**config.mk**
```make
export PLATFORM = sky130hd
export DESIGN_NAME = mul_issue_ctrl
export DESIGN_NICKNAME = d
export VERILOG_FILES = /design/src/rtl/mul_issue_ctrl_pkg.sv /design/src/rtl/mul_operand_fifo.sv /design/src/rtl/mul_issue_ctrl.sv
export SDC_FILE = /design/constraint.sdc
export NUM_CORES = 1
export LEC_CHECK = 0
export BUFFER_PORTS_ARGS = -buffer_cell sky130_fd_sc_hd__buf_2
export CORE_ASPECT_RATIO = 0.75
export CORE_MARGIN = 5
export CORE_UTILIZATION = 55
export CTS_CLUSTER_SIZE = 14
export DETAILED_ROUTE_END_ITERATION = 8
export GPL_TIMING_DRIVEN = 1
export PLACE_DENSITY = 0.78
export SETUP_SLACK_MARGIN = 0.5
export SLEW_MARGIN = 15
export SYNTH_ARGS = -nofsm -noshare
export SYNTH_HDL_FRONTEND = slang
export SYNTH_HIERARCHICAL = 1
export SYNTH_SLANG_ARGS = --single-unit
export TNS_END_PERCENT = 1
```
**constraint.sdc**
```tcl
create_clock -name clk -period 3.4 [get_ports clk]
set_input_delay 0.17 -clock clk [delete_from_list [all_inputs] [get_ports clk]]
set_output_delay 0.17 -clock clk [all_outputs]
set_load 0.03 [all_outputs]
```
**src/rtl/mul_issue_ctrl_pkg.sv**
```systemverilog
// ---------------------------------------------------------------------------
// mul_issue_ctrl_pkg: shared widths, FSM encoding and defaults. rev 1.0
// ---------------------------------------------------------------------------
`default_nettype none

package mul_issue_ctrl_pkg;

  localparam int c_OP_W        = 32;
  localparam int c_RES_W       = 64;
  localparam int c_TIMEOUT_DEF = 80;

  typedef enum logic [2:0] {
    ST_IDLE = 3'd0,
    ST_LOAD = 3'd1,
    ST_RUN  = 3'd2,
    ST_CAPT = 3'd3,
    ST_HOLD = 3'd4
  } state_t;

  function automatic logic [c_RES_W-1:0] sext_op(input logic [c_OP_W-1:0] v);
    return {{(c_RES_W-c_OP_W){v[c_OP_W-1]}}, v};
  endfunction

endpackage

`default_nettype wire

```
**src/rtl/mul_operand_fifo.sv**
```systemverilog
// ---------------------------------------------------------------------------
// mul_operand_fifo: DEPTH-entry FIFO of packed {a,b} operand pairs. rev 1.0
// ---------------------------------------------------------------------------
`default_nettype none

module mul_operand_fifo
  import mul_issue_ctrl_pkg::*;
#(
  parameter int DEPTH = 4
) (
  input  logic                 clk,
  input  logic                 rst_n,
  input  logic                 i_push,
  input  logic [2*c_OP_W-1:0]  i_data,
  input  logic                 i_pop,
  output logic [2*c_OP_W-1:0]  o_data,
  output logic                 o_full,
  output logic                 o_empty
);

  localparam int AW = $clog2(DEPTH);
  localparam logic [AW:0] c_FULL = (AW+1)'(DEPTH);

  logic [2*c_OP_W-1:0] r_mem [DEPTH];
  logic [AW-1:0]       r_wr_ptr;
  logic [AW-1:0]       r_rd_ptr;
  logic [AW:0]         r_count;
  logic                w_do_push;
  logic                w_do_pop;

  // A full FIFO refuses a push even when a pop happens in the same cycle.
  assign w_do_push = i_push & ~o_full;
  assign w_do_pop  = i_pop & ~o_empty;
  assign o_full    = (r_count == c_FULL);
  assign o_empty   = (r_count == '0);
  assign o_data    = r_mem[r_rd_ptr];

  always_ff @(posedge clk or negedge rst_n) begin
    if (!rst_n) begin
      r_wr_ptr <= '0;
      r_rd_ptr <= '0;
      r_count  <= '0;
    end else begin
      if (w_do_push) r_wr_ptr <= r_wr_ptr + 1'b1;
      if (w_do_pop)  r_rd_ptr <= r_rd_ptr + 1'b1;
      case ({w_do_push, w_do_pop})
        2'b10:   r_count <= r_count + 1'b1;
        2'b01:   r_count <= r_count - 1'b1;
        default: r_count <= r_count;
      endcase
    end
  end

  always_ff @(posedge clk) begin
    if (w_do_push) r_mem[r_wr_ptr] <= i_data;
  end

endmodule

`default_nettype wire

```
**src/rtl/mul_issue_ctrl.sv**
```systemverilog
// ---------------------------------------------------------------------------
// mul_issue_ctrl: queues operand pairs and sequences an external multiplier. rev 1.0
// ---------------------------------------------------------------------------
`default_nettype none

module mul_issue_ctrl
  import mul_issue_ctrl_pkg::*;
#(
  parameter int DEPTH   = 4,
  parameter int TIMEOUT = c_TIMEOUT_DEF
) (
  input  logic               clk,
  input  logic               rst_n,
  input  logic               i_in_valid,
  output logic               o_in_ready,
  input  logic [c_OP_W-1:0]  i_in_a,
  input  logic [c_OP_W-1:0]  i_in_b,
  output logic [c_OP_W-1:0]  o_mul_opera1,
  output logic [c_RES_W-1:0] o_mul_opera2,
  output logic               o_mul_start,
  output logic               o_mul_reset,
  input  logic               i_mul_valid,
  input  logic [c_RES_W-1:0] i_mul_result,
  output logic               o_out_valid,
  input  logic               i_out_ready,
  output logic [c_RES_W-1:0] o_out_result,
  output logic               o_busy,
  output logic               o_timeout_err
);

  localparam int CW = $clog2(TIMEOUT + 1);
  localparam logic [CW-1:0] c_TO_LAST = CW'(TIMEOUT - 1);

  state_t               r_state;
  state_t               w_state_nxt;
  logic                 r_load_cnt;
  logic [CW-1:0]        r_run_cnt;
  logic [c_OP_W-1:0]    r_op_a;
  logic [c_OP_W-1:0]    r_op_b;
  logic                 r_mul_start;
  logic                 r_mul_reset;
  logic                 r_rdy_en;
  logic                 r_timeout_err;
  logic                 r_out_valid;
  logic [c_RES_W-1:0]   r_out_result;

  logic                 w_fifo_full;
  logic                 w_fifo_empty;
  logic [2*c_OP_W-1:0]  w_fifo_data;
  logic                 w_push;
  logic                 w_pop;
  logic                 w_capture;
  logic                 w_abort;
  logic                 w_out_free;

  mul_operand_fifo #(
    .DEPTH (DEPTH)
  ) u_fifo (
    .clk     (clk),
    .rst_n   (rst_n),
    .i_push  (w_push),
    .i_data  ({i_in_a, i_in_b}),
    .i_pop   (w_pop),
    .o_data  (w_fifo_data),
    .o_full  (w_fifo_full),
    .o_empty (w_fifo_empty)
  );

  // r_rdy_en keeps in_ready low while reset is held and rises on the first clock after.
  assign o_in_ready    = r_rdy_en & ~w_fifo_full;
  assign w_push        = i_in_valid & o_in_ready;
  assign w_out_free    = ~r_out_valid | i_out_ready;
  assign o_mul_opera1  = r_op_a;
  assign o_mul_opera2  = sext_op(r_op_b);
  assign o_mul_start   = r_mul_start;
  assign o_mul_reset   = r_mul_reset;
  assign o_out_valid   = r_out_valid;
  assign o_out_result  = r_out_result;
  assign o_timeout_err = r_timeout_err;
  assign o_busy        = (r_state != ST_IDLE) | ~w_fifo_empty;

  always_comb begin
    w_state_nxt = r_state;
    w_pop       = 1'b0;
    w_capture   = 1'b0;
    w_abort     = 1'b0;
    case (r_state)
      ST_IDLE: begin
        if (!w_fifo_empty) begin
          w_pop       = 1'b1;
          w_state_nxt = ST_LOAD;
        end
      end
      ST_LOAD: begin
        if (r_load_cnt) w_state_nxt = ST_RUN;
      end
      ST_RUN: begin
        if (i_mul_valid) begin
          w_state_nxt = ST_CAPT;
        end else if (r_run_cnt == c_TO_LAST) begin
          w_abort     = 1'b1;
          w_state_nxt = ST_IDLE;
        end
      end
      ST_CAPT: begin
        if (w_out_free) begin
          w_capture   = 1'b1;
          w_state_nxt = ST_IDLE;
        end else begin
          w_state_nxt = ST_HOLD;
        end
      end
      ST_HOLD: begin
        if (!r_out_valid) begin
          w_capture   = 1'b1;
          w_state_nxt = ST_IDLE;
        end
      end
      default: w_state_nxt = ST_IDLE;
    endcase
  end

  always_ff @(posedge clk or negedge rst_n) begin
    if (!rst_n) r_state <= ST_IDLE;
    else        r_state <= w_state_nxt;
  end

  always_ff @(posedge clk or negedge rst_n) begin
    if (!rst_n) begin
      r_load_cnt    <= 1'b0;
      r_run_cnt     <= '0;
      r_op_a        <= '0;
      r_op_b        <= '0;
      r_mul_start   <= 1'b1;
      r_mul_reset   <= 1'b1;
      r_rdy_en      <= 1'b0;
      r_timeout_err <= 1'b0;
    end else begin
      r_rdy_en      <= 1'b1;
      r_load_cnt    <= (r_state == ST_LOAD) ? ~r_load_cnt : 1'b0;
      r_run_cnt     <= (r_state == ST_RUN) ? r_run_cnt + 1'b1 : '0;
      // Start is registered from the next state so it is high exactly for the LOAD cycles.
      r_mul_start   <= (w_state_nxt == ST_LOAD);
      r_mul_reset   <= w_abort;
      r_timeout_err <= r_timeout_err | w_abort;
      if (w_pop) {r_op_a, r_op_b} <= w_fifo_data;
    end
  end

  always_ff @(posedge clk or negedge rst_n) begin
    if (!rst_n) begin
      r_out_valid  <= 1'b0;
      r_out_result <= '0;
    end else if (w_capture) begin
      r_out_valid  <= 1'b1;
      r_out_result <= i_mul_result;
    end else if (i_out_ready) begin
      r_out_valid  <= 1'b0;
    end
  end

endmodule

`default_nettype wire

```
# Word level (Yosys, flattened, before mapping)
# Memories as Yosys holds them, arrays and structs flattened. A register that Yosys moved wholly into a read port is not among the register bits.
# Index checks and enable logic that the tools add are counted.
# word_totals
elab_cells	66
n_memories	1
ram_bits	256
register_bits	87
out_inout_bits	166
# mem_list
memory	words	width	read_ports	rd_ports_with_merged_regs	wr	line	rtl
u_fifo.r_mem	4	64	1	1	1	mul_operand_fifo.sv:24	logic [2*c_OP_W-1:0] r_mem [DEPTH];
# classes
add_sub_neg	5
reduce_logical	6
n_mux	22
n_eq_ne	9
bitwise	11
# op_table
op	n
2-to-1 mux 3 bit	6
one-hot mux 3 bit (5 select lines)	1
2-to-1 mux 1 bit	12
adder 7 x 1 -> 7 bit (second input constant)	1
== test 7 bit (second input constant)	1
2-to-1 mux 7 bit	1
== test 3 x 1 -> 1 bit (second input constant)	2
== test 3 x 2 -> 1 bit (second input constant)	2
== test 3 bit (second input constant)	2
logical NOT 3 bit	2
one-hot mux 3 bit (2 select lines)	1
adder 2 x 1 -> 2 bit (second input constant)	2
bitwise AND 1 bit	4
NOT 1 bit	4
nonzero test 2 bit	2
adder 3 x 1 -> 3 bit (second input constant)	1
bitwise OR 1 bit	3
nonzero test 3 bit	1
subtractor 3 x 1 -> 3 bit (second input constant)	1
== test 2 x 1 -> 1 bit (second input constant)	1
== test 2 bit (second input constant)	1
one-hot mux 1 bit (2 select lines)	1
logical NOT 1 bit	1

# Longest topological paths before layout
# Gate-level depths: netlist (run 1).
# depth
depth_word	7
mapped_depth	11
depth_no_buf	11

# Modules after synthesis
# The synthesis (run 1) kept the hierarchy.
# by_module_without_submodules
module	seq_area_each_um2	instances	cells_each	area_each_um2
mul_operand_fifo	7862.5	1	372	9654.3
mul_issue_ctrl	3606.0	1	373	5743.0

# Least setup slack after synthesis (run 1)
# OpenSTA, ideal clock, no wires.
# synth_path
path_type	reg2reg
startpoint	register u_fifo.r_count[2]
endpoint	memory u_fifo/r_mem[0][0] in the netlist's numbering, enable pin
synth_period_minus_slack_ns	3.442
setup_slack_ns	-0.042
t_arrival_ns	3.013
stages_incl_launch_ff	6
setup_ns	0.429
required_time_ns	2.971
cell_sequence	dfrtp_1 > nor3b_2 > nor2b_1 > and2_1 > nor2b_2 > and2_1
# synth_between
elab_chain_len	7
# synth_rtl
element	line	rtl
start, declared	mul_operand_fifo.sv:27	logic [AW:0] r_count;
start signal, assigned	mul_operand_fifo.sv:47	2'b10: r_count <= r_count + 1'b1;
start signal, assigned	mul_operand_fifo.sv:48	2'b01: r_count <= r_count - 1'b1;
start signal, assigned	mul_operand_fifo.sv:49	default: r_count <= r_count;
== test 3 bit	mul_operand_fifo.sv:34	assign o_full = (r_count == c_FULL);
via w_fifo_full	mul_issue_ctrl.sv:47	logic w_fifo_full;
NOT 1 bit	mul_issue_ctrl.sv:70	assign o_in_ready = r_rdy_en & ~w_fifo_full;
bitwise AND 1 bit	mul_issue_ctrl.sv:70	
via o_in_ready	mul_issue_ctrl.sv:15	output logic o_in_ready,
bitwise AND 1 bit	mul_issue_ctrl.sv:71	assign w_push = i_in_valid & o_in_ready;
via w_push	mul_issue_ctrl.sv:50	logic w_push;
bitwise AND 1 bit	mul_operand_fifo.sv:32	assign w_do_push = i_push & ~o_full;
2-to-1 mux 1 bit	mul_operand_fifo.sv:55	if (w_do_push) r_mem[r_wr_ptr] <= i_data;
2-to-1 mux 1 bit (implied by the code)	mul_operand_fifo.sv:55	
end, declared	mul_operand_fifo.sv:24	
# The timed path passes the listed nets, and every way through them passes these cells.

# Worst setup path after layout (run 1)
# layout_path
startpoint	register u_fifo.r_count[2]
endpoint	memory u_fifo/r_mem[0][16] in the netlist's numbering, enable pin
# layout_between
elab_chain_len	7
# layout_rtl
element	line
== test 3 bit	mul_operand_fifo.sv:34
via w_fifo_full	mul_issue_ctrl.sv:47
NOT 1 bit	mul_issue_ctrl.sv:70
bitwise AND 1 bit	mul_issue_ctrl.sv:70
bitwise AND 1 bit	mul_issue_ctrl.sv:71
via w_push	mul_issue_ctrl.sv:50
bitwise AND 1 bit	mul_operand_fifo.sv:32
2-to-1 mux 1 bit	mul_operand_fifo.sv:55
2-to-1 mux 1 bit (implied by the code)	mul_operand_fifo.sv:55
# The timed path passes the listed nets, and every way through them passes these cells.

==> results of run 1 <==
layout by cell type, fill, tap and decap left out, types with 4 or more instances in the layout:
| cell | instances |
|---|---|
| a21oi_1 | 4 |
| and2_4 | 4 |
| buf_12 | 5 |
| buf_2 | 297 |
| buf_4 | 7 |
| clkbuf_1 | 13 |
| clkbuf_16 | 40 |
| clkbuf_8 | 4 |
| clkinv_1 | 6 |
| clkinv_2 | 4 |
| dfrtp_1 | 147 |
| dlygate4sd3_1 | 131 |
| edfxtp_1 | 256 |
| ha_1 | 6 |
| inv_1 | 8 |
| mux2_1 | 9 |
| mux2_2 | 120 |
| mux4_2 | 64 |
| nand2_1 | 8 |
| nor2_1 | 9 |
| o21ai_0 | 5 |
| xnor2_1 | 4 |
| xor2_1 | 5 |
through the flow:
stage / utilization / instance area (sq um)
final: 0.7055 / 19600
after global routing: 0.7055 / 19600
after CTS: 0.7054 / 19600
after detailed placement: 0.6136 / 17050
after global placement: 0.6136 / 17050
after floorplan: - / 15400
path summary, 6_finish.rpt:
| kind | start | to | slack [ps] |
|---|---|---|---|
| worst max-delay path | u_fifo/r_count[2]$_DFFE_PN0P_ | u_fifo/r_mem[0][16]$_DFFE_PP_ | 1000 |
| max in group asynchronous | rst_n | o_mul_opera1[8]$_DFFE_PN0P_ | 2250 |
| min in group asynchronous | rst_n | o_out_result[8]$_DFFE_PN0P_ | 260 |
| worst max register to register | u_fifo/r_count[2]$_DFFE_PN0P_ | u_fifo/r_mem[0][16]$_DFFE_PP_ | 1000 |
| worst min-delay path | i_in_valid | u_fifo/r_wr_ptr[0]$_DFFE_PN0P_ | 230 |
| worst min register to register | r_run_cnt[0]$_DFF_PN0_ | r_run_cnt[0]$_DFF_PN0_ | 460 |
synth_stat cells (2+ instances only):
library cell / n / area [sq um]
nor2b_1: 3 / 18.77
ha_1: 6 / 75.07
buf_6: 11 / 123.9
or3_1: 2 / 12.51
buf_4: 35 / 262.8
nand2_1: 8 / 30.03
a21oi_1: 4 / 20.02
buf_2: 15 / 75.07
mux2_2: 120 / 1351
o21ai_0: 5 / 25.02
xor2_1: 5 / 43.79
nand3b_1: 2 / 15.01
mux4_2: 64 / 1441
clkbuf_1: 2 / 7.510
inv_1: 8 / 30.03
dfstp_2: 2 / 52.55
mux2_1: 9 / 101.4
dfrtp_1: 149 / 3729
nor2_1: 9 / 33.78
edfxtp_1: 256 / 7687
nand3_1: 2 / 10.01
xnor2_1: 4 / 35.03
and2_1: 5 / 31.28
metal layers:
metal  part of all wire  track usage  vias up
met5                  0            0        -
met4              0.024      0.06035        0
met3              0.052      0.03584       61
met2               0.52       0.3416      256
met1               0.41       0.2797     4310
li1                   -            -     3701
layout make-up:
cell class                 instances  area, sq um  area share
sequential                       407        11480      0.5854
multi-input combinational        267         3446      0.1758
timing repair buffer             441         2962      0.1511
clock buffer                      57         1105     0.05636
tap                              357        446.7     0.02279
clock inverter                    15        135.1    0.006893
inverter                           8        30.03    0.001532
antenna                            1        2.502   0.0001277
power by group through the flow:
stage | logic [W] | clock network, W | registers (W)
after floorplan | 0.00377 | 0 | 0.00873
after global placement | 0.00657 | 0 | 0.00744
after detailed placement | 0.00667 | 0 | 0.00751
after CTS | 0.00681 | 0.00424 | 0.00742
after global routing | 0.00711 | 0.00447 | 0.00758
final | 0.00674 | 0.00415 | 0.00741
critical path, stage by stage (launching register included):
cell	delay, ps
dfrtp_1	410
nor3b_2	190
nor2b_1	150
and2_1	140
nor2b_2	300
and2_4	610
buf_12	280
kinds of logic (layout without fill, tap and decap cells):
kind of cell / count (synthesis) / count (layout) / share of synthesized area
adders and majority gates: 7 / 7 / 0.006176
and+or+nand+nor: 42 / 42 / 0.01633
DFF: 407 / 407 / 0.7448
buffers and inverters: 71 / 521 / 0.03242
muxes: 193 / 193 / 0.1880
xor gates and xnor gates: 9 / 9 / 0.005119
other: 1 / 2 / 0.0002435
AOI/OAI and AO/OA: 15 / 15 / 0.006908
registers in the layout, indices dropped and copies added, names as in the netlist:
signal           count
r_rdy_en             1
u_fifo/r_mem       256
r_run_cnt            7
u_fifo/r_wr_ptr      2
r_state              3
r_op_b              32
o_mul_reset          1
o_out_result        64
u_fifo/r_rd_ptr      2
u_fifo/r_count       3
o_timeout_err        1
o_mul_start          1
o_mul_opera1        32
r_load_cnt           1
o_out_valid          1
repair_timing:
action / 4_1_cts / 5_1_grt
hold endpoints to repair: 395 / 0
hold buffers: 131 / 0
gates resized for setup: 0 / 0
==> reports/metrics.sh, run 1 <==
OUTCOME='completed'
NETLIST_AREA_PRE_PLACE_SQ_MM=0.01540
RELSLEWSLACK=0.3370
NUM_VIAS=8328
WORST_HOLD_PATH.NUM_CELLS=4
NUM_IO_PINS=299
VDD_DROP_MAX_V=0.0004873
END_KIND='flop'
POST_SYNTH.CELL_AREA_AVG_SQ_UM=20.67
PLACE.DETAILED.INSTANCES=1349
FINALSETUPVIOLATIONS=0
CTS-BUFFERS-INSERTED=39
DP_WORST_SETUP_SLACK_PS=981.9
WORST_SETUP_SKEW_AFTER_LAYOUT_PS=14.13
ROUTE.DETAILED.WL_PER_INST_UM=20.87
DRT-TOTAL-WL_UM=32410
NUMBER_OF_CELLS_ON_THE_WORST_REG_TO_REG_PATH=6
GRTUSAGETOTAL=0.2035
SETUP_WS_PS=1004
VIA_COUNT_OF_THE_FIRST_GLOBAL_ROUTING_PASS=8753
TIGHTESTPINTRANSITION_PS=994.4
TIMING_MAX_TRANSITION_VIOLATIONS_FINAL=0
ROUTE.DETAILED.VIAS_PER_INST=5.363
OVERFLOW=0
POSTSYNTHREGISTERBITS=407
SYNTH.YOSYS.WARNINGS=6
CRIT_FANOUT=38
CP.REQUIRED_PS=3620
CLOCK_TREE.ROOT_CELL='clkbuf_16'
FLOORPLAN.INITIALDENSITY=0.5541
INITIALDRTVIOLATIONCOUNT=516
CTSLONGESTPATHBUFFERS=3
SWITCHING_SHARE=0.3577
CTS-HTREE-LEVELS=2
SYNTH-MAIN-FF-CELL='edfxtp_1'
DRTPASS1ITERATIONS=4
PLACE_CONGESTION=0.7279
DRIVE_GT1_FRAC=0.4720
ROWS=53
LEAKAGE_nW=7.681
FIN_NETS=1304
POST-ROUTE-DRC-COUNT=0
SETUP_REPAIR_AFTER_GLOBAL_ROUTING_MISSED_ITS_MARGIN='false'
PWR-SHARE-CLK=0.227
AREA_GROWTH_SYN_TO_LAYOUT_PCT=27.31
PORT_BUFFERS=298
DIE_AREA_SQ_MM=0.03148
GRT_PASS1_WL_UM=49890
FINAL_CELLS=1553
HOLDWS_PS=234.6
P_SEQ_FRAC=0.405
FLOORPLAN.DIE.WIDTH_UM=203.2
ARRIVAL_PS=2610
TIMING.SETUP.TNS_PS=0
FIN_CRIT_PS=2396
HP-CLASS='in -> reg'
TIMING_WORST_SETUP_PATH_TYPE='reg -> reg'
WORST_SETUP_PATH_START_KIND='flop'
ASYNCSETRESETFLOPFRACSYNTH=0.3710
INTERNAL-POWER_W=0.01176
TRITONCTS='yes'
POST_DP_HPWL_UM=20110
COMBINATIONALPOWERSHARE=0.368
TOTAL_SWITCHING_POWER_W=0.006547
DIE_H_UM=154.9
TRITONCTS_NUM_SINKS=407
SYNTH_CELLS=745
REPORT.FINAL.HOLD_VIOL_COUNT=0
FILLER_INSTANCES=1716
DESIGN.CORE.AREA_SQ_MM=0.02779
POSTSYNTHNETCOUNT=885
INSERTION_DELAY_PS=520
TIMING.FINAL.CRIT_SHARE=0.7046
WORST_SETUP_HOLD_PATH_CLK_SLEW_PS=60
REPORT.POWER.TOTAL_W=0.01830
POSTCTSSETUPBUFFERS=0
MAXCLOCKFREQUENCY_GHz=0.4174
DRV_CAP=0
GRT_ANTENNA_BEFORE_REPAIR=1
LARGEST_NET_DEGREE_AT_THE_START_OF_GLOBAL_ROUTING=79
CELLPOWERDENSITY_mW_PER_MM2=933.7
YOSYSSEQAREASHARE=0.7448
SYNTH-EDFF-COUNT=256
POSTROUTEANTENNANETS=0
SYNTH_CELL_TYPES=42
(Power assumes the default switching activity.)
==> run 2: changes to the inputs <==
Settings changed: CORE_UTILIZATION 55 to 50, PLACE_DENSITY 0.78 to 0.75.
Clock period 3.4 ns to 2 ns, I/O delays scaled along.
==> run 2 against run 1 <==
The flow now finishes with violations (negative setup slack). Count of clock-buffer cells in the layout fell by 2. Via count rose by 3.1%. Wire length rose by 11%. Sequential power rose by 67%. Die area rose by 9.4%. Final area rose by 6.2%. Sequential cell count did not move. Clock skew rose by 12 ps. Worst setup slack got worse by 1100 ps. Global-route usage fell by 0.26 points. Non-clock buffer count rose by 38. Power rose by 86%. Critical path type unchanged.
==> reports/metrics.sh, run 2 (synthesized netlist as in run 1, its figures left out) <==
TRITONCTS='yes'
RR_ENDPOINT='o_out_result[20]$_DFFE_PN0P_'
FLOORPLAN.INITIALDENSITY=0.5085  # -0.04564
END_KIND='flop'
COMMONEST_CELLS_AFTER_ROUTING_FILL_AND_TAPS_ASIDE='263 x buf_2, 256 x edfxtp_1, 144 x dfrtp_1, 131 x dlygate4sd3_1, 82 x mux2_4'
REPORT.FINAL.HOLD_VIOL_COUNT=0  # unchanged
DIE_H_UM=162.0  # +4.6%
VIA_COUNT_OF_THE_FIRST_GLOBAL_ROUTING_PASS=9207  # +5.2%
GR-MAX-USAGE-LAYER='met2'
TIMING.REG2REG.SETUP_SLACK_PS=-120  # -1120 ps
CTS-HTREE-LEVELS=2  # unchanged
SETUP_WS_PS=-118.3  # -1123 ps
PLACE_CONGESTION=0.8017  # +10%
CTSLONGESTPATHBUFFERS=3  # unchanged
DIE_AREA_SQ_MM=0.03444  # +9.4%
SETUP_REPAIR_AFTER_GLOBAL_ROUTING_MISSED_ITS_MARGIN='true'
LAYOUT.AREA.SEQ_SQ_MM=0.01148  # about the same
POSTROUTEANTENNANETS=0  # unchanged
TIGHTESTPINTRANSITION_PS=639.3  # -355.2 ps
CLOCK_TREE.ROOT_CELL='clkbuf_16'
P_SEQ_FRAC=0.364  # -0.041
DRTPASS1ITERATIONS=4  # unchanged
LARGEST_NET_DEGREE_AT_THE_START_OF_GLOBAL_ROUTING=65  # -18%
VDD_DROP_MAX_V=0.001004  # +110%
ROWS=55  # +3.8%
WORST_SETUP_PATH_START_KIND='flop'
NUMBER_OF_CELLS_ON_THE_WORST_REG_TO_REG_PATH=5  # -1
DRIVE_GT1_FRAC=0.5069  # +0.03493
HOLDWS_PS=149.2  # -85.40 ps
ROUTE.DETAILED.WL_PER_INST_UM=22.03  # +5.6%
TIMING.FINAL.CRIT_SHARE=1.059  # +0.3545
POST_DP_HPWL_UM=19950  # -0.80%
DRT-TOTAL-WL_UM=36030  # +11%
INITIALDRTVIOLATIONCOUNT=587  # +14%
OUTCOME='finished with violations'
LARGEST-REGISTER='u_fifo/r_mem'
GRT_ANTENNA_BEFORE_REPAIR=3  # +2
NUM_IO_PINS=299  # unchanged
FINALSETUPVIOLATIONS=59  # +59
VIOLATIONS_IN_THE_FINAL_REPORTS='negative setup slack'
FIN_NETS=1342  # +2.9%
GLOBALROUTEMET1UTIL=0.2597  # -0.02000
FLOORPLAN.DIE.WIDTH_UM=212.6  # +4.6%
COMBINATIONALPOWERSHARE=0.421  # +0.053
GRT_PASS1_WL_UM=53700  # +7.6%
DRV_CAP=0  # unchanged
PWR-SHARE-CLK=0.215  # -0.012
ARRIVAL_PS=2520  # -90 ps
NUM_VIAS=8588  # +3.1%
LARGEST_REGISTER_FF_COUNT=256  # unchanged
FIN_CRIT_PS=2118  # -277.4 ps
INSERTION_DELAY_PS=540  # +20 ps
DESIGN.CORE.AREA_SQ_MM=0.03028  # +9.0%
GRTUSAGETOTAL=0.2009  # -0.002563
CELLPOWERDENSITY_mW_PER_MM2=1639  # +76%
OVERFLOW=0  # unchanged
FILLER_INSTANCES=1865  # +8.7%
LEAKAGE_nW=8.452  # +10%
HP-CLASS='in -> async'
AREA_GROWTH_SYN_TO_LAYOUT_PCT=35.22
MULTIINPUTGATEAREA_SQ_MM=0.003812  # +11%
TIMING_WORST_SETUP_PATH_TYPE='reg -> reg'
POST-ROUTE-DRC-COUNT=0  # unchanged
TIMING_MAX_TRANSITION_VIOLATIONS_FINAL=0  # unchanged
CRIT-REG2REG-LAUNCH='r_state[2]$_DFF_PN0_'
CTS-BUFFERS-INSERTED=39  # unchanged
FINAL_UTIL=0.6876  # -0.01789
GLOBAL_ROUTE.USAGE.MET3=0.03669  # +0.0008458
INTERNAL-POWER_W=0.02201  # +87%
TOTAL_SWITCHING_POWER_W=0.01212  # +85%
ROUTE.DETAILED.VIAS_PER_INST=5.253  # -2.0%
SWITCHING_SHARE=0.3551  # -0.002562
MAXCLOCKFREQUENCY_GHz=0.4721  # +13%
CP.REQUIRED_PS=2400  # -1220 ps
FINAL_COMMON_CELL='buf_2'
CRIT_FANOUT=32  # -16%
WORST_SETUP_HOLD_PATH_CLK_SLEW_PS=60  # about the same
RELSLEWSLACK=0.5738  # +0.2368
PORT_BUFFERS=298  # unchanged
TRITONCTS_NUM_SINKS=407  # unchanged
WORST_SETUP_SKEW_AFTER_LAYOUT_PS=26.46  # +12.33 ps
GROUTE.LAYER.MET2.USAGE=0.3546  # +0.01304
run 2: cell types whose count changed in the layout (fill, tap and decap cells not counted), sizes merged:
cell      change
buf          +37
bufinv        +1
clkbuf        -1
clkinv        +1
clkinvlp      -1
diode         +2
inv           +1
run 2: timing repair:
action / 4_1_cts / 5_1_grt
hold buffers: 131 / 0
endpoints found under the setup margin: 425 / 425
pin swaps: 9 / 13
gates cloned: 2 / 3
resized for setup: 103 / 90
hold endpoints to repair: 382 / 0
buffers inserted: 1 / 10
run 2: worst max-delay path, stage by stage (launching register included):
cell,delay [ps]
dfrtp_1,430
buf_6,140
and4bb_2,250
a211oi_4,380
buf_6,450
mux2_4,340
run 2: area by class of cell:
cell class                      instances  area share
Sequential cell                       407      0.5515
Tap cell                              399     0.02398
Antenna cell                            3   0.0003606
Clock inverter                         17    0.008293
Inverter                                8    0.001442
Clock buffer                           55     0.05318
Multi-Input combinational cell        267      0.1831
Timing Repair Buffer                  479      0.1781
run 2: per-layer routing:
metal	share of wire	wire length [um]	vias to the layer above
li1	-	-	3773
met1	0.40	14240	4489
met2	0.53	19040	271
met3	0.056	2019	55
met4	0.020	734	0
met5	0	0	-
run 2: per-stage QoR:
step | worst slack [ps] | instance area [sq um] | std cells | total power (W) | setup TNS, ps
2_1_floorplan | -303.6 | 15460 | 745 | 0.02133 | -27380
3_3_place_gp | -85.21 | 17490 | 1413 | 0.02430 | -85.21
3_5_place_dp | -123.2 | 17490 | 1413 | 0.02455 | -132.4
4_1_cts | -80.21 | 20540 | 1619 | 0.03351 | -80.21
5_1_grt | -165.2 | 20820 | 1635 | 0.03557 | -6463
6_report | -118.3 | 20820 | 1635 | 0.03413 | -3409
run 2: power groups by stage:
stage,clock (W),sequential [W],combinational (W)
final,0.00734,0.0124,0.0144
after CTS,0.00746,0.0123,0.0138
after floorplan,0,0.0148,0.00652
after global routing,0.00787,0.0127,0.0150
after global placement,0,0.0123,0.0120
after detailed placement,0,0.0124,0.0122
run 2: worst max-delay path by stage:
stage | startpoint | to | slack, ps | cells past startpoint
final | r_state[2]$_DFF_PN0_ | o_out_result[20]$_DFFE_PN0P_ | -120 | 5
after global routing | r_state[2]$_DFF_PN0_ | o_out_result[17]$_DFFE_PN0P_ | -170 | 5
after CTS | u_fifo/r_count[1]$_DFFE_PN0P_ | u_fifo/r_count[2]$_DFFE_PN0P_ | -80 | 11
after detailed placement | u_fifo/r_count[0]$_DFFE_PN0P_ | u_fifo/r_count[2]$_DFFE_PN0P_ | -120 | 11
after global placement | u_fifo/r_count[0]$_DFFE_PN0P_ | u_fifo/r_count[2]$_DFFE_PN0P_ | -90 | 11
after floorplan | r_state[0]$_DFF_PN0_ | u_fifo/r_count[2]$_DFFE_PN0P_ | -300 | 11
==> run 3: changes to the inputs <==
==> constraint.sdc (replaced) <==
create_clock -name clk -period 2 [get_ports clk]
set_input_delay 0.2 -clock clk [delete_from_list [all_inputs] [get_ports clk]]
set_output_delay 0.2 -clock clk [all_outputs]
set_load 0.03 [all_outputs]
==> run 3 against run 2 <==
The flow still finishes with violations (negative setup slack). Combinational power about the same. Highest routed layer unchanged. Core utilization up 0.53 points. Fmax up 1.0%. Critical path depth up 6. Clock skew up 2.2 ps. Via count down 0.85%.
==> reports/metrics.sh, run 3 (synthesized netlist as in run 1, its figures left out) <==
AREA_GROWTH_SYN_TO_LAYOUT_PCT=36.26
MAXCLOCKFREQUENCY_GHz=0.4768  # +1.0%
CRIT_FANOUT=4  # -88%
FIN_NETS=1342  # unchanged
FINAL_UTIL=0.6929  # +0.005290
FLOORPLAN.DIE.WIDTH_UM=212.6  # unchanged
DRIVE_GT1_FRAC=0.5061  # -0.0008110
ARRIVAL_PS=2550  # +30 ps
VIA_COUNT_OF_THE_FIRST_GLOBAL_ROUTING_PASS=9485  # +3.0%
TIMING.CRITICAL_PATH.SLOWEST_STAGE_CELL='dfrtp_2'
PLACE_CONGESTION=0.8217  # +2.5%
TRITONCTS='yes'
POSTROUTEANTENNANETS=0  # unchanged
FLOORPLAN.INITIALDENSITY=0.5085  # unchanged
ROUTE.DETAILED.WL_PER_INST_UM=22.24  # +0.92%
ROUTE.DETAILED.VIAS_PER_INST=5.211  # -0.79%
NUM_IO_PINS=299  # unchanged
GRT_PASS1_WL_UM=55510  # +3.4%
LARGEST_NET_DEGREE_AT_THE_START_OF_GLOBAL_ROUTING=58  # -11%
DESIGN.CORE.AREA_SQ_MM=0.03028  # unchanged
CRIT_PATH_MAX_INCR_DELAY_PS=440  # about the same
FIN_AREA_SQ_MM=0.02098  # +0.77%
CRITICAL_PATH.STARTPOINT='u_fifo/r_count[0]$_DFFE_PN0P_'
COMMONEST_CELLS_AFTER_ROUTING_FILL_AND_TAPS_ASIDE='263 x buf_2, 256 x edfxtp_1, 144 x dfrtp_1, 131 x dlygate4sd3_1, 100 x mux2_4'
TIMING.SETUP.TNS_PS=-1661  # +1748 ps
REPORT.POWER.TOTAL_W=0.03440  # +0.80%
SETUP_WS_PS=-97.34  # +20.97 ps
POST_DP_HPWL_UM=20750  # +4.0%
REPORT.FINAL.HOLD_VIOL_COUNT=0  # unchanged
CRIT-REG2REG-LAUNCH='u_fifo/r_count[0]$_DFFE_PN0P_'
WORST_SETUP_HOLD_PATH_CLK_SLEW_PS=60  # about the same
NUM_VIAS=8515  # -0.85%
DIE_H_UM=162.0  # unchanged
CTS-BUFFERS-INSERTED=39  # unchanged
DRTPASS1ITERATIONS=5  # +1
VDD_DROP_MAX_V=0.0008883  # -12%
TIMING_WORST_SETUP_PATH_TYPE='reg -> reg'
DRT-TOTAL-WL_UM=36340  # +0.86%
CP.REQUIRED_PS=2450  # +50 ps
RELSLEWSLACK=0.6615  # +0.08770
TIMING.FINAL.CRIT_SHARE=1.049  # -0.01049
OUTCOME='finished with violations'
INITIALDRTVIOLATIONCOUNT=515  # -12%
DRV_CAP=0  # unchanged
GRTUSAGETOTAL=0.2096  # +0.008724
END_KIND='flop'
TRITONCTS_NUM_SINKS=407  # unchanged
DIE_AREA_SQ_MM=0.03444  # unchanged
SETUP_REPAIR_AFTER_GLOBAL_ROUTING_MISSED_ITS_MARGIN='true'
FIN_CRIT_PS=2097  # -20.97 ps
DETAILED_PLACE.AREA_SQ_MM=0.01757  # +0.46%
TIMING_MAX_TRANSITION_VIOLATIONS_FINAL=0  # unchanged
CTSLONGESTPATHBUFFERS=3  # unchanged
CELLPOWERDENSITY_mW_PER_MM2=1640  # about the same
HOLDWS_PS=109.1  # -40.07 ps
POST-ROUTE-DRC-COUNT=0  # unchanged
WORST_SETUP_SKEW_AFTER_LAYOUT_PS=28.68  # +2.222 ps
OVERFLOW=0  # unchanged
CLOCK_TREE.ROOT_CELL='clkbuf_16'
LARGEST-REGISTER='u_fifo/r_mem'
VIOLATIONS_IN_THE_FINAL_REPORTS='negative setup slack'
TIGHTESTPINTRANSITION_PS=507.7  # -131.6 ps
FINAL_COMMON_CELL='buf_2'
LARGEST_REGISTER_FF_COUNT=256  # unchanged
INSERTION_DELAY_PS=550  # about the same
HP-CLASS='in -> async'
PORT_BUFFERS=298  # unchanged
CTS-HTREE-LEVELS=2  # unchanged
FINALSETUPVIOLATIONS=122  # +110%
LEAKAGE_nW=8.539  # +1.0%
PATH_CELLS='nor3b_4 > nor2b_4 > and2_4 > nor2b_4 > inv_2 > ha_4 > inv_2 > fa_2 > xor2_1 > nor2_1 > xor2_1'
ROWS=55  # unchanged
GRT_ANTENNA_BEFORE_REPAIR=2  # -1
WORST_SETUP_PATH_START_KIND='flop'
## run 3: changes by cell type in the layout (fill, tap and decap cells not counted), sizes merged
cell,previous run,this run
bufinv,3,1
clkinv,12,9
clkbuf,56,62
inv,10,9
diode,3,2
## run 3: through the flow
| step | std cells | setup WS [ps] |
|---|---|---|
| global route | 1634 | -206.6 |
| floorplan | 745 | -303.6 |
| finish | 1634 | -97.34 |
| global placement | 1422 | -88.00 |
| detailed placement | 1422 | -178.3 |
| CTS | 1629 | -101.0 |
## run 3: routing by layer
metal	routed length (um)	track usage	part of all wire
met1	14010	0.2631	0.39
met2	19050	0.3720	0.52
met3	2229	0.03746	0.061
met4	1045	0.06950	0.029
met5	0	0	0
## run 3: final timing paths
check                      slack [ps]                       endpoint  cells past startpoint
max in group asynchronous        1210          o_mul_start$_DFF_PN1_                      3
hold reg to reg                   460         r_run_cnt[0]$_DFF_PN0_                      1
min in group clk                  310  u_fifo/r_count[0]$_DFFE_PN0P_                      6
setup reg to reg                 -100  u_fifo/r_count[2]$_DFFE_PN0P_                     11
hold / removal                    110   o_out_result[13]$_DFFE_PN0P_                      2
setup / recovery                 -100  u_fifo/r_count[2]$_DFFE_PN0P_                     11
## run 3: worst max-delay path, delay by kind of cell (launching register included)
family,cells,cell delay [ps]
DFF,1,440
and+or+nand+nor,5,740
xor gates and xnor gates,2,290
adders and majority gates,2,450
buffers and inverters,2,90
## run 3: cell type report
type | instances | area [sq um]
Sequential cell | 407 | 11480
Fill cell | 1876 | 9299
Multi-Input combinational cell | 267 | 3896
Timing Repair Buffer | 479 | 3827
Clock buffer | 61 | 1146
Tap cell | 399 | 499.2
Clock inverter | 11 | 93.84
Inverter | 8 | 30.03
Antenna cell | 2 | 5.005
## run 3: where the power goes
part           switching, W  internal (W)  total [W]
Sequential          0.00140        0.0111     0.0125
Combinational       0.00773       0.00698     0.0147
Clock               0.00307       0.00410    0.00716
Total                0.0122        0.0222     0.0344
## run 3: what timing repair did
action                                 in CTS  in global routing
resized for setup                         170                 43
setup endpoints to repair                 425                427
endpoints found under the hold margin     473                  0
buffers inserted                            3                  2
gates cloned                                1                  1
pin swaps                                  12                  6
hold buffers                              131                  0
